===== config.mk =====
export PLATFORM = sky130hd
export DESIGN_NAME = number_analyzer_ctrl
export DESIGN_NICKNAME = d
export VERILOG_FILES = /design/src/rtl/na_pkg.sv /design/src/rtl/na_mod3_step.sv /design/src/rtl/number_analyzer_ctrl.sv
export SDC_FILE = /design/constraint.sdc
export NUM_CORES = 1
export LEC_CHECK = 0
export ABC_AREA = 1
export BUFFER_PORTS_ARGS = -buffer_cell sky130_fd_sc_hd__buf_2
export CORE_MARGIN = 4
export CORE_UTILIZATION = 59
export CTS_BUF_LIST = sky130_fd_sc_hd__clkbuf_16
export CTS_CLUSTER_SIZE = 28
export DETAILED_ROUTE_END_ITERATION = 8
export GPL_TIMING_DRIVEN = 1
export PLACE_DENSITY = 0.82
export SETUP_SLACK_MARGIN = 0.5
export SYNTH_ARGS = -nofsm -noshare
export SYNTH_HDL_FRONTEND = slang
export SYNTH_SLANG_ARGS = --single-unit

===== constraint.sdc =====
create_clock -name clk -period 3.4 [get_ports clk]
set_input_delay 0.68 -clock clk [delete_from_list [all_inputs] [get_ports clk]]
set_output_delay 0.68 -clock clk [all_outputs]
set_load 0.02 [all_outputs]

===== src/rtl/na_pkg.sv =====
// na_pkg -- shared definitions for the number analyzer.
//
// Contents:
//   na_state_e            controller states IDLE / SCAN / DONE
//   ZERO, ODD, DIV3, POW2 bit positions inside out_flags
//   OP_W                  operand width (32)
//   CNT_W                 width of the set-bit counter. It depends on the
//                         optional feature macro NA_POPCOUNT_EN:
//                         6 bits (full 0..32 count) when defined, otherwise a
//                         2-bit saturating count (0, 1, >=2).
package na_pkg;

    localparam int OP_W = 32;

    // Positions of the result flags inside out_flags.
    localparam int ZERO = 0;
    localparam int ODD  = 1;
    localparam int DIV3 = 2;
    localparam int POW2 = 3;

`ifdef NA_POPCOUNT_EN
    localparam int CNT_W = 6;
`else
    localparam int CNT_W = 2;
`endif

    typedef enum logic [1:0] {
        IDLE = 2'd0,
        SCAN = 2'd1,
        DONE = 2'd2
    } na_state_e;

endpackage


===== src/rtl/na_mod3_step.sv =====
// na_mod3_step -- one step of an MSB-first mod-3 reduction.
//
// Shifting one more bit into a number multiplies the value seen so far by 2
// and adds the bit, so the running residue evolves as (2*r + b) mod 3.
// Purely combinational.
//
// Ports:
//   residue       in   2  current residue (0..2)
//   bit_in        in   1  next operand bit, MSB first
//   residue_next  out  2  (2*residue + bit_in) mod 3
module na_mod3_step (
    input  logic [1:0] residue,
    input  logic       bit_in,
    output logic [1:0] residue_next
);

    always_comb begin
        residue_next = 2'd0;
        case ({residue, bit_in})
            3'd0:    residue_next = 2'd0;
            3'd1:    residue_next = 2'd1;
            3'd2:    residue_next = 2'd2;
            3'd3:    residue_next = 2'd0;
            3'd4:    residue_next = 2'd1;
            3'd5:    residue_next = 2'd2;
            // Residue 3 is unreachable; fold it as if it were 0 (6 mod 3 = 0).
            3'd6:    residue_next = 2'd0;
            default: residue_next = 2'd1;
        endcase
    end

endmodule


===== src/rtl/number_analyzer_ctrl.sv =====
// number_analyzer_ctrl -- bit-serial classifier for a 32-bit unsigned operand.
//
// An operand is accepted in IDLE, then scanned one bit per clock MSB first
// (32 clocks), keeping a mod-3 residue and a set-bit count. The result is
// held in DONE until the consumer takes it.
//
// Optional feature macro: NA_POPCOUNT_EN
//   defined   -> full 6-bit set-bit count, exposed on out_popcnt
//   undefined -> out_popcnt absent; 2-bit saturating count feeds is_pow2 only
//
// Ports:
//   clk         in   1   clock, rising edge
//   rst_n       in   1   asynchronous active-low reset
//   abort       in   1   synchronous cancel, overrides everything else
//   in_valid    in   1   operand offered
//   in_ready    out  1   high in IDLE
//   in_data     in   32  operand, unsigned
//   out_valid   out  1   high in DONE
//   out_ready   in   1   consumer takes the result
//   out_flags   out  4   {is_pow2, is_div3, is_odd, is_zero}; 0 outside DONE
//   out_popcnt  out  6   set-bit count (NA_POPCOUNT_EN only); 0 outside DONE
//   busy        out  1   high in SCAN or DONE
module number_analyzer_ctrl
    import na_pkg::*;
(
    input  logic            clk,
    input  logic            rst_n,
    input  logic            abort,
    input  logic            in_valid,
    output logic            in_ready,
    input  logic [OP_W-1:0] in_data,
    output logic            out_valid,
    input  logic            out_ready,
    output logic [3:0]      out_flags,
`ifdef NA_POPCOUNT_EN
    output logic [5:0]      out_popcnt,
`endif
    output logic            busy
);

    na_state_e        state_q, state_d;
    logic [OP_W-1:0]  op_q,    op_d;
    logic [4:0]       idx_q,   idx_d;
    logic [1:0]       res_q,   res_d;
    logic [CNT_W-1:0] cnt_q,   cnt_d;

    logic             cur_bit;
    logic [1:0]       res_step;

    assign cur_bit = op_q[idx_q];

    na_mod3_step u_mod3_step (
        .residue      (res_q),
        .bit_in       (cur_bit),
        .residue_next (res_step)
    );

    always_ff @(posedge clk or negedge rst_n) begin
        if (!rst_n) begin
            state_q <= IDLE;
            op_q    <= '0;
            idx_q   <= '0;
            res_q   <= '0;
            cnt_q   <= '0;
        end else begin
            state_q <= state_d;
            op_q    <= op_d;
            idx_q   <= idx_d;
            res_q   <= res_d;
            cnt_q   <= cnt_d;
        end
    end

    always_comb begin
        state_d = state_q;
        op_d    = op_q;
        idx_d   = idx_q;
        res_d   = res_q;
        cnt_d   = cnt_q;

        case (state_q)
            IDLE: begin
                if (in_valid) begin
                    op_d    = in_data;
                    idx_d   = 5'd31;
                    res_d   = 2'd0;
                    cnt_d   = '0;
                    state_d = SCAN;
                end
            end
            SCAN: begin
                res_d = res_step;
`ifdef NA_POPCOUNT_EN
                if (cur_bit) begin
                    cnt_d = cnt_q + CNT_W'(1);
                end
`else
                // Only "exactly one bit set" matters, so stop counting at 2.
                if (cur_bit && (cnt_q != CNT_W'(2))) begin
                    cnt_d = cnt_q + CNT_W'(1);
                end
`endif
                // The index stops at 0 instead of wrapping; that bit is the last.
                if (idx_q == 5'd0) begin
                    state_d = DONE;
                end else begin
                    idx_d = idx_q - 5'd1;
                end
            end
            DONE: begin
                if (out_ready) begin
                    state_d = IDLE;
                end
            end
            default: state_d = IDLE;
        endcase

        // Cancel wins over capture and over the output handshake; the
        // operation's partial state is simply left behind and overwritten
        // by the next capture.
        if (abort) begin
            state_d = IDLE;
            op_d    = op_q;
        end
    end

    assign in_ready  = (state_q == IDLE);
    assign busy      = (state_q != IDLE);
    assign out_valid = (state_q == DONE);

    always_comb begin
        out_flags = 4'b0000;
        if (state_q == DONE) begin
            out_flags[ZERO] = (op_q == '0);
            out_flags[ODD]  = op_q[0];
            out_flags[DIV3] = (res_q == 2'd0);
            out_flags[POW2] = (cnt_q == CNT_W'(1));
        end
    end

`ifdef NA_POPCOUNT_EN
    assign out_popcnt = (state_q == DONE) ? cnt_q : 6'd0;
`endif

endmodule


# Word level (Yosys, flattened, before mapping)
# Index checks and enable logic that the tools add are counted.
[totals]
regBits = 43
latch_bits = 0
ramBits = 0
romBits = 0
input_bits = 37
out_inout_bits = 7
wordCells = 54
mem_count = 0
[classes]
add_sub_neg = 2
mul = 0
div = 0
magnitude_cmp = 1
eq_ne = 14
shifts = 0
muxes = 16
bitwise = 1
reduce_logical = 15
[op_table]
columns = ["cell", "count"]
rows = [
  ["$logic_not A32 Y1", 1],
  ["$mux W2", 6],
  ["$pmux W2 S2", 3],
  ["$reduce_and A3 Y1", 4],
  ["$mux W5", 2],
  ["$pmux W5 S2", 1],
  ["$ne A2 B2 Y1 const B", 4],
  ["$eq A3 B2 Y1 const B", 2],
  ["$eq A3 B3 Y1 const B", 2],
  ["$lt A5 B6 Y1 const B", 1],
  ["$ne A3 B3 Y1 const B", 2],
  ["$pmux W2 S3", 1],
  ["$bmux W1 S5", 1],
  ["$logic_not A5 Y1", 1],
  ["$sub A5 B1 Y5 const B", 1],
  ["$eq A2 B1 Y1 const B", 2],
  ["$logic_not A2 Y1", 2],
  ["$mux W4", 1],
  ["$reduce_bool A2 Y1", 2],
  ["$logic_not A3 Y1", 1],
  ["$ne A3 B2 Y1 const B", 1],
  ["$reduce_or A3 Y1", 1],
  ["$add A2 B1 Y2 const B", 1],
  ["$eq A2 B2 Y1 const B", 1],
  ["other kinds (5)", 5],
]

# Longest topological paths before layout
# Gate-level depths: netlist (run 1).
[depth]
word_depth = 6
mapped_depth = 13
depth_no_buf = 12

# Modules after synthesis
# A second synthesis (run 1) with hierarchy kept.
[hier_totals]
cells_unflattened = 248
area_unflattened_um2 = 2437.3
[by_module_without_submodules]
columns = ["module", "n_inst", "cells_per_inst", "area_per_inst_um2"]
rows = [
  ["number_analyzer_ctrl", 1, 240, 2403.6],
  ["na_mod3_step", 1, 8, 33.8],
]

# Least setup slack after synthesis (run 1)
# OpenSTA, ideal clock, no wires.
[synth_timing]
path_type = "reg2out"
start = "reg state_q[1]"
end = "out out_flags[0]"
arrival_time_ps = 1569
t_required_ps = 2720
path_slack_ps = 1151
path_stages_with_launch = 5
n_path_buf = 0
path_cell_list = "dfrtp_1 inv_1 nor2_1 nand4_1 nor4_1"
[synth_between]
elab_chain_len = 2
[synth_rtl]
columns = ["item", "line_no", "source"]
rows = [
  ["start: declaration", "number_analyzer_ctrl.sv:41", "na_state_e state_q, state_d;"],
  ["start signal: assignment", "number_analyzer_ctrl.sv:66", "state_q <= state_d;"],
  ["$eq A2 B2 Y1", "-", ""],
  ["net out_valid", "number_analyzer_ctrl.sv:32", "output logic out_valid,"],
  ["$mux W4", "number_analyzer_ctrl.sv:133", "if (state_q == DONE) begin"],
  ["end: declaration", "number_analyzer_ctrl.sv:34", "output logic [3:0] out_flags,"],
]
# The timed path passes the listed nets, and every way through them passes these cells.

# Final worst setup path (run 1)
[layout_timing]
start = "reg state_q[1]"
end = "out out_flags[0]"
[layout_between]
elab_chain_len = 2
[layout_rtl]
columns = ["item", "line_no"]
rows = [
  ["$eq A2 B2 Y1", "number_analyzer_ctrl.sv:133"],
  ["$mux W4", "number_analyzer_ctrl.sv:133"],
]
# Every way passes these cells.

==> results by group, run 1 <==
Worst setup path
  – Buffers plus inverters on the worst setup path: 2
  – Crit-path slowest cell: dfrtp_1
  – Reg2Reg Depth: 8
  – Crit Path Max Fanout: 3
  – WP data required: 2.72 ns
  – CP Depth: 5
  – Critical path arrival: 1.70 ns
  – Worst setup path end: out_flags[0]
  – Cell family contributing the most delay on the critical path: simple AND/OR/NAND/NOR gates
  – RR Startpoint: idx_q[0]$_DFFE_PN0P_
  – Delay of the slowest critical-path stage: 0.40 ns
  – Crit. End Element: output port
  – Critical path class: reg -> out
  – Crit path from: state_q[1]$_DFFE_PN0P_
  – FF-to-FF End: idx_q[4]$_DFFE_PN0P_
  – CP Launch Type: flop
  – Reg-to-reg slack, setup: 1.24 ns
  – Worst path cell trace: inv_1 > nor2_1 > nand4_1 > nor4_1 > buf_2

Timing
  – RSZ-0062 raised after global routing: false
  – Worst Tran Pin Value: 0.938 ns
  – Clk_skew: 0.00670 ns
  – Hold_ws: 0.530 ns
  – Period utilisation layout: 0.701
  – Minimum clock period: 2.38 ns
  – Hold Violations, Final: 0
  – Max_slew headroom: 0.374
  – TNS Setup: 0 ns
  – Final Setup Violations: 0
  – Final WS setup: 1.02 ns
  – Slew Limit Fails: 0
  – Max Clock Freq: 420 MHz

CTS
  – Htree depth: 2
  – Clock Sinks: 43
  – Clock buffer count from CTS: 5
  – CTS tree: yes
  – Root buf cell: clkbuf_16
  – Clock-pin slew on the worst setup and hold paths: 0.06 ns
  – Total setup buffers inserted after CTS: 0
  – CTS Hold Bufs: 0
  – Clock tree buffer depth: 2
  – Worst skew pair latency: 0.29 ns
  – Post-cts resize count: 0

Power
  – Pwr dens: 633 nW/µm²
  – Leakage: 1.42 nW
  – Max VDD drop: 0.000332 V

Run status
  – Outcome: finished clean

GRT
  – Congestion Overflow GR: 0
  – Grt peak-use layer: met2
  – Vias in the first global route: 2,073
  – GR Layer Usage met1: 0.279
  – Met2 Use GR: 0.386
  – First-pass GRT wire length: 9.10 mm
  – Met3 Use GR: 0.0590
  – GRT Total Usage: 0.227
  – Initial antenna violation count: 0
  – Largest net degree at the start of global routing: 44

Yosys
  – Mapped Cells: 297
  – Simple-gate share of the synthesized area: 0.295
  – Mux contribution to synthesized area: 0.0147
  – Combinational family with the most area after synthesis: simple AND/OR/NAND/NOR gates
  – Post-Syn Area: 2300 µm²
  – Main flop type after synthesis: dfrtp_1
  – Top area cells in the synthesized netlist: dfrtp_1 47%, nand2_1 7.8%, nor2_1 7.7%
  – Post-synth top area cell: dfrtp_1
  – Synth warn: 0
  – Count of cell types in the netlist: 29
  – Post-Synth XOR/XNOR Area: 0
  – Compound-Gate Fraction of Synth Area: 0.0964
  – Syn Nets: 338
  – Area fraction of the dominant cell type after synthesis: 0.468
  – Register area share after synthesis: 0.468
  – Post-Synth Adder-Cell Area: 0.0218
  – Post-synth EDFFs: 0
  – Synthesis-stage register bit count: 43
  – Syn avg cell area: 7.73 µm²
  – Share of synthesized flip-flops with an asynchronous set or reset: 1.00

Placed design
  – Placer congestion estimate: 0.804
  – Post-DP HPWL: 3.64 mm
  – Input/output buffers: 43
  – Place WS: 1.23 ns
  – Dpl cells: 378

Routing
  – Vias post-DR: 2,079
  – DRT iter0 DRCs: 146
  – Drt total wl: 5.03 mm
  – Vias/cell: 5.39
  – Final antenna-violating net count: 0
  – Post-DR wirelength/cell: 13.0 µm
  – Drt pass-1 iters: 4
  – DRC viols: 0

Die
  – DIE HEIGHT: 70.4 µm
  – Chip Width: 70.4 µm
  – Core ar.: 3720 µm²
  – Number of placement rows: 22
  – Die area: 4960 µm²
  – I/O pin cnt: 44
  – Initial core utilization: 0.618

Layout
  – Most common cell after layout, fill and taps aside: nand2_1
  – Area Overhead vs Synth: 17.6%
  – Ant diodes: 0
  – Final core occ: 0.727
  – Final net count: 378
  – Fillers: 308
  – Commonest non-fill, non-tap cells in the layout: 48 x nand2_1, 47 x nor2_1, 43 x dfrtp_1, 43 x buf_2, 42 x inv_1
  – Final cell count without fillers: 386
  – Layout cells sized above 1: 0.204

Run
  – Max-Cap Viols: 0

Min path
  – HP Class: in -> async
layer usage:
metal | up-vias | wire length, µm
met1 | 976 | 2020
met2 | 66 | 2580
met5 | - | 0
met4 | 0 | 63
met3 | 6 | 360
li1 | 1031 | -
logic make-up after synthesis:
group           Yosys count
mux                       3
compound gates           42
simple gates            150
buf+inv                  55
flops                    43
fa+ha+maj                 4
worst register-to-register path, delay by kind of cell (launching register included):
family,cells,cell delay (ns)
AOI/OAI and AO/OA,1,0.12
adders and majority gates,1,0.28
buffers and inverters,1,0.29
DFF,1,0.76
and+or+nand+nor,5,0.58
how the worst min path moves through the flow:
stage	cells past startpoint	endpoint	slack, ns
floorplan	0	cnt_q[0]$_DFFE_PN0P_	0.38
global placement	2	idx_q[4]$_DFFE_PN0P_	0.50
detailed placement	2	op_q[7]$_DFFE_PN0P_	0.52
CTS	2	op_q[7]$_DFFE_PN0P_	0.53
global route	2	op_q[19]$_DFFE_PN0P_	0.56
finish	1	op_q[27]$_DFFE_PN0P_	0.53
through the flow:
step	total power, mW	cell area, µm²
6_report	1.71	2700
5_1_grt	1.83	2700
4_1_cts	1.72	2700
3_5_place_dp	1.10	2510
3_3_place_gp	1.07	2510
2_1_floorplan	1.00	2300
cell type report:
type | instances | area (µm²) | area share
Clock inverter | 3 | 67.6 | 0.0250
Timing Repair Buffer | 44 | 223 | 0.0824
Multi-Input combinational cell | 199 | 982 | 0.364
Clock buffer | 5 | 125 | 0.0463
Inverter | 44 | 168 | 0.0621
Tap cell | 48 | 60.1 | 0.0222
Sequential cell | 43 | 1080 | 0.398
registers in the layout, indices dropped and copies added, names as in the netlist:
register	cells
op_q	32
cnt_q	2
state_q	2
idx_q	5
res_q	2
synthesized netlist by cell type (2+ instances only):
library cell	count
mux2_2	3
nor4_1	2
ha_1	4
o21ai_1	2
nand4_1	8
nand3_1	31
o21ai_0	4
o211ai_1	2
clkbuf_1	4
a21oi_1	31
buf_2	3
buf_6	3
nand3_2	3
nor3_1	2
inv_1	42
nor2_1	47
nand2_1	48
dfrtp_1	43
nand2_2	5
where the power goes:
group	internal, mW	switching (mW)
Combinational	0.150	0.256
Clock	0.420	0.199
Sequential	0.610	0.0749
Power figures use the tool's default switching activity.
==> run 2, diff against run 1 <==
--- a/config.mk
+++ b/config.mk
@@ -8,12 +8,12 @@
 export ABC_AREA = 1
 export BUFFER_PORTS_ARGS = -buffer_cell sky130_fd_sc_hd__buf_2
 export CORE_MARGIN = 4
-export CORE_UTILIZATION = 59
+export CORE_UTILIZATION = 50
 export CTS_BUF_LIST = sky130_fd_sc_hd__clkbuf_16
 export CTS_CLUSTER_SIZE = 28
 export DETAILED_ROUTE_END_ITERATION = 8
 export GPL_TIMING_DRIVEN = 1
-export PLACE_DENSITY = 0.82
+export PLACE_DENSITY = 0.74
 export SETUP_SLACK_MARGIN = 0.5
 export SYNTH_ARGS = -nofsm -noshare
 export SYNTH_HDL_FRONTEND = slang
==> constraint.sdc (replaced) <==
create_clock -name clk -period 2 [get_ports clk]
set_input_delay 0.4 -clock clk [delete_from_list [all_inputs] [get_ports clk]]
set_output_delay 0.4 -clock clk [all_outputs]
set_load 0.02 [all_outputs]
==> run 2 against run 1 <==
Wire length up 12%. Die area grew 16%. Clock power grew 46%. Largest power group unchanged.
==> results by group, run 2 (same netlist as run 1, synthesis figures left out) <==
Layout
  – Most common cell after layout, fill and taps aside: nand2_1
  – Area occupied by multi-input gates: 1080 µm²
  – Max reg flops: 32
  – Area Overhead vs Synth: 33.1%
  – Ant diodes: 0
  – Final net count: 403
  – Top reg by flops: op_q
  – Final cell count without fillers: 414
  – Layout cells sized above 1: 0.301
  – Commonest non-fill, non-tap cells in the layout: 46 x nand2_1, 43 x nor2_1, 41 x dfrtp_1
  – Fillers: 341
  – Largest registers: op_q x32, idx_q x5
  – Register area: 1080 µm²

Worst setup path
  – Crit-path slowest cell: dfrtp_1
  – Crit Path Max Fanout: 3
  – Reg2Reg Depth: 8
  – Delay of the slowest critical-path stage: 0.40 ns
  – Worst path cell trace: nor2_1 > nand3_1 > nor2_2 > nand4_1 > nor4_4 > buf_4
  – CP Launch Type: flop
  – RR Startpoint: idx_q[3]$_DFFE_PN0P_
  – Critical path class: reg -> out
  – Reg-to-reg slack, setup: 0.40 ns
  – Buffers plus inverters on the worst setup path: 1
  – Crit. End Element: output port
  – Critical path arrival: 1.52 ns
  – Cell family contributing the most delay on the critical path: simple AND/OR/NAND/NOR gates
  – WP data required: 1.60 ns
  – FF-to-FF End: cnt_q[1]$_DFFE_PN0P_

Timing
  – Worst Tran Pin Value: 0.516 ns
  – Slew Limit Fails: 0
  – Max Clock Freq: 522 MHz
  – Hold Violations, Final: 0
  – Max_slew headroom: 0.656
  – Period utilisation layout: 0.958
  – RSZ-0062 raised after global routing: true
  – Final Setup Violations: 0
  – Minimum clock period: 1.92 ns
  – Clk_skew: 0.00458 ns

Power
  – Register share of total power: 0.389
  – Pwr dens: 965 nW/µm²
  – Leakage: 1.58 nW
  – Switching power: 956 µW
  – Switching share of power: 0.324
  – Tot Pwr: 2.95 mW
  – Max VDD drop: 0.000557 V
  – Int Pwr: 2.00 mW
  – Combinational share of power: 0.305
  – Clock power frac: 0.306

CTS
  – Clock tree buffer depth: 2
  – Root buf cell: clkbuf_16
  – Clock-pin slew on the worst setup and hold paths: 0.06 ns
  – Htree depth: 2
  – Clock Sinks: 43
  – Worst skew pair latency: 0.28 ns
  – CTS Hold Bufs: 0
  – CTS tree: yes
  – Clock buffer count from CTS: 5

Routing
  – Final antenna-violating net count: 0
  – Vias/cell: 5.21
  – Drt pass-1 iters: 4
  – Post-DR wirelength/cell: 13.6 µm
  – DRC viols: 0
  – Drt total wl: 5.65 mm
  – DRT iter0 DRCs: 209
  – Vias post-DR: 2,159

Die
  – Core ar.: 4410 µm²
  – Die area: 5740 µm²
  – Chip Width: 75.8 µm
  – I/O pin cnt: 44
  – DIE HEIGHT: 75.8 µm
  – Initial core utilization: 0.520
  – Number of placement rows: 24

GRT
  – Congestion Overflow GR: 0
  – Vias in the first global route: 1,923
  – First-pass GRT wire length: 8.37 mm
  – Initial antenna violation count: 0
  – GRT Total Usage: 0.191
  – Largest net degree at the start of global routing: 31

Placed design
  – Dpl cells: 388
  – Post-DP HPWL: 3.57 mm
  – Input/output buffers: 43
  – Placer congestion estimate: 0.892

Min path
  – HP Class: in -> async

Run status
  – Outcome: finished clean

Run
  – Max-Cap Viols: 0
## run 2: cell count changes in the layout (fill, tap and decap cells not counted), sizes merged
cell / delta
bufinv: -1
clkbuf: +1
buf: +23
inv: +1
## run 2: worst max-delay path by stage
stage / startpoint / end / slack [ns] / depth (start not counted)
floorplan: state_q[0]$_DFFE_PN0P_ / out_flags[0] / 0.51 / 3
global placement: op_q[14]$_DFFE_PN0P_ / out_flags[0] / 0.36 / 6
detailed placement: op_q[14]$_DFFE_PN0P_ / out_flags[0] / 0.37 / 6
CTS: op_q[14]$_DFFE_PN0P_ / out_flags[0] / 0.09 / 6
global route: op_q[17]$_DFFE_PN0P_ / out_flags[0] / -0.007 / 6
finish: op_q[14]$_DFFE_PN0P_ / out_flags[0] / 0.08 / 6
## run 2: repair_timing
item / CTS / global route
endpoints found under the setup margin: 20 / 39
pin swaps: 3 / 5
cloned: 0 / 2
resized for setup: 17 / 20
setup buffers: 5 / 12
## run 2: layout make-up
cell class,count,area share
multi-input cells,199,0.353
clock buffers,5,0.0409
clock inverters,2,0.0123
well taps,52,0.0213
repair inverters,1,0.00205
repair buffers,68,0.160
flip-flops and latches,43,0.353
inverters,44,0.0581
## run 2: per-layer routing
layer  GRT usage  vias to the layer above  routed length, µm
met5           0                        -                  0
met4      0.0660                        0                158
met3      0.0501                       15                372
met2       0.321                       78               2870
met1       0.238                      981               2240
li1            -                     1085                  -
## run 2: per-stage QoR
step | worst slack (ns) | setup TNS (ns) | util | hold WS (ns) | instance area [µm²]
2_1_floorplan | 0.513 | 0 | - | 0.104 | 2320
3_3_place_gp | 0.361 | 0 | 0.592 | 0.408 | 2610
3_5_place_dp | 0.366 | 0 | 0.592 | 0.405 | 2610
4_1_cts | 0.0910 | 0 | 0.648 | 0.103 | 2860
5_1_grt | -0.00656 | -0.00656 | 0.693 | 0.131 | 3060
6_report | 0.0846 | 0 | 0.693 | 0.0857 | 3060
## run 2: worst register-to-register path, delay by kind of cell, from the launching register on
kind | cells | cell delay, ns
compound gates | 1 | 0.17
buf+inv | 1 | 0.15
simple gates | 6 | 0.71
flops | 1 | 0.47
## run 2: power by group through the flow
stage / Sequential, mW / Clock (mW) / Combinational (mW)
2_1_floorplan: 1.12 / 0 / 0.587
3_3_place_gp: 1.14 / 0 / 0.734
3_5_place_dp: 1.15 / 0 / 0.752
4_1_cts: 1.13 / 0.918 / 0.792
5_1_grt: 1.17 / 0.938 / 1.02
6_report: 1.15 / 0.904 / 0.900
==> run 3, diff against run 2 <==
--- a/config.mk
+++ b/config.mk
@@ -13,8 +13,9 @@
 export CTS_CLUSTER_SIZE = 28
 export DETAILED_ROUTE_END_ITERATION = 8
 export GPL_TIMING_DRIVEN = 1
-export PLACE_DENSITY = 0.74
+export PLACE_DENSITY = 0.77
 export SETUP_SLACK_MARGIN = 0.5
 export SYNTH_ARGS = -nofsm -noshare
 export SYNTH_HDL_FRONTEND = slang
+export SYNTH_HIERARCHICAL = 1
 export SYNTH_SLANG_ARGS = --single-unit
==> run 3 against run 2 <==
The run now ends with negative setup slack left. Critical path depth is 3 lower. Clock power is 17% lower. Synthesized cell count is 16% lower. Worst hold slack worse by 0.053 ns. Global-route usage is 0.87 points higher. Core utilization is 5.1 points higher. Power is 55% higher.
==> results by group, run 3 <==
Layout
  – Final net count: 368
  – Finished Cell Area: 3510 µm²
  – Final cell count without fillers: 394
  – Most common cell after layout, fill and taps aside: nand2_1
  – Ant diodes: 0
  – Final core occ: 0.743
  – Layout cells sized above 1: 0.547
  – Area Overhead vs Synth: 44.0%
  – Commonest non-fill, non-tap cells in the layout: 50 x nand2_1, 40 x dfrtp_1, 36 x buf_2
  – Max reg flops: 32
  – Top reg by flops: op_q
  – Largest registers: op_q x32, idx_q x5

Routing
  – Post-DR wirelength/cell: 17.7 µm
  – DRC viols: 0
  – Vias post-DR: 2,179
  – DRT iter0 DRCs: 203
  – Vias/cell: 5.53
  – Final antenna-violating net count: 0
  – Drt total wl: 6.97 mm
  – Drt pass-1 iters: 4

Placed design
  – Placer congestion estimate: 0.812
  – Input/output buffers: 43
  – Post-DP HPWL: 3.55 mm
  – Dpl cells: 357
  – Placement Cell Area: 2730 µm²
  – Place WS: 0.221 ns

Timing
  – Period utilisation layout: 1.04
  – Final WS setup: -0.0756 ns
  – Slew Limit Fails: 0
  – TNS Setup: -0.0756 ns
  – Max_slew headroom: 0.425
  – Hold Violations, Final: 0
  – RSZ-0062 raised after global routing: true
  – Hold_ws: 0.0323 ns
  – Minimum clock period: 2.08 ns
  – Worst Tran Pin Value: 0.861 ns
  – Max Clock Freq: 482 MHz
  – Final Setup Violations: 1
  – Clk_skew: 0.00739 ns

Die
  – Number of placement rows: 25
  – I/O pin cnt: 44
  – Die area: 6060 µm²
  – DIE HEIGHT: 77.8 µm
  – Chip Width: 77.8 µm
  – Initial core utilization: 0.516
  – Core ar.: 4720 µm²

GRT
  – Congestion Overflow GR: 0
  – GRT Total Usage: 0.200
  – Vias in the first global route: 2,061
  – First-pass GRT wire length: 9.58 mm
  – Largest net degree at the start of global routing: 19
  – Initial antenna violation count: 0

Power
  – Combinational share of power: 0.499
  – Pwr dens: 1310 nW/µm²
  – Leakage: 1.72 nW
  – Switching share of power: 0.393
  – Switching power: 1.80 mW
  – Tot Pwr: 4.59 mW
  – Register share of total power: 0.338
  – Int Pwr: 2.79 mW
  – Max VDD drop: 0.000794 V
  – Clock power frac: 0.163

Yosys
  – Register area share after synthesis: 0.441
  – Post-synth top area cell: dfrtp_1
  – Mapped Cells: 248
  – Top area cells in the synthesized netlist: dfrtp_1 44%, mux2_4 17%, nand2_1 8.8%
  – Synthesis-stage register bit count: 43
  – Syn Nets: 288
  – Main flop type after synthesis: dfrtp_1
  – Share of synthesized flip-flops with an asynchronous set or reset: 1.00
  – Area fraction of the dominant cell type after synthesis: 0.441
  – Post-synth EDFFs: 0
  – Top post-synthesis cells by count: 57 x nand2_1, 43 x dfrtp_1, 27 x mux2_4
  – Most common cell in the netlist: nand2_1
  – Post-Syn Area: 2440 µm²
  – Syn avg cell area: 9.83 µm²
  – Synth warn: 6
  – Count of cell types in the netlist: 28

Worst setup path
  – Critical path arrival: 1.68 ns
  – FF-to-FF End: res_q[1]$_DFFE_PN0P_
  – Critical path class: reg -> out
  – Reg2Reg Depth: 13
  – Crit. End Element: output port
  – WP data required: 1.60 ns
  – RR Startpoint: idx_q[0]$_DFFE_PN0P_
  – Reg-to-reg slack, setup: 0.15 ns
  – Crit Path Max Fanout: 3
  – Crit path from: op_q[25]$_DFFE_PN0P_
  – CP Launch Type: flop

CTS
  – Htree depth: 2
  – Clock buffer count from CTS: 5
  – Root buf cell: clkbuf_16
  – Worst skew pair latency: 0.28 ns
  – Clock-pin slew on the worst setup and hold paths: 0.05 ns
  – CTS Hold Bufs: 0
  – Clock tree buffer depth: 2
  – Clock Sinks: 43
  – CTS tree: yes

Run status
  – Outcome: complete, but fails checks
  – Failing checks: negative setup slack

Min path
  – HP Class: in -> async

Run
  – Max-Cap Viols: 0
run 3: changes by cell type in the layout (fill, tap and decap cells not counted), moves of 8 or more:
cell,previous run,this run
a21oi_1,31,3
buf_6,4,18
nand3_1,29,19
mux2_4,0,31
nor2_1,43,13
inv_1,39,11
nor2_4,2,10
run 3: metal layers:
metal,routed length [µm],global-route usage,up-vias,part of all wire
li1,-,-,982,-
met1,2800,0.251,1053,0.40
met2,3410,0.322,117,0.49
met3,494,0.0545,27,0.071
met4,269,0.0872,0,0.039
met5,0,0,-,0
run 3: cell type report:
type | count | area (µm²)
multi-input combinational | 180 | 1490
fill | 279 | 1210
sequential | 43 | 1080
timing repair buffer | 75 | 581
inverter | 21 | 131
clock buffer | 5 | 125
tap | 67 | 83.8
timing repair inverter | 2 | 15.0
clock inverter | 1 | 3.75
run 3: cell families after synthesis:
| group | synth area share |
|---|---|
| compound gates | 0.0308 |
| simple gates | 0.247 |
| flops | 0.441 |
| buf+inv | 0.0801 |
| fa+ha+maj | 0.0154 |
| mux | 0.185 |
run 3: how the worst max path moves through the flow:
stage                        end
global route        out_flags[0]
global placement    out_flags[0]
finish              out_flags[0]
detailed placement  out_flags[0]
floorplan           out_flags[0]
CTS                 out_flags[0]
run 3: timing repair:
| item | in CTS | in global routing |
|---|---|---|
| pin swaps | 12 | 21 |
| resized for setup | 48 | 60 |
| buffers inserted | 14 | 11 |
| setup endpoints to repair | 46 | 50 |
| cloned | 6 | 0 |
run 3: power groups by stage:
stage                     combinational [mW]  clock [mW]  sequential [mW]
after floorplan                         1.27           0             1.40
after global placement                  1.40           0             1.52
final                                   2.29       0.748             1.55
after detailed placement                1.42           0             1.54
after global routing                    2.44       0.795             1.59
after CTS                               1.84       0.751             1.51
run 3: worst max-delay path: stages, from the launching register on:
cell     delay, ns
dfrtp_1       0.40
or4_1         0.58
nor4_4        0.23
buf_4         0.18
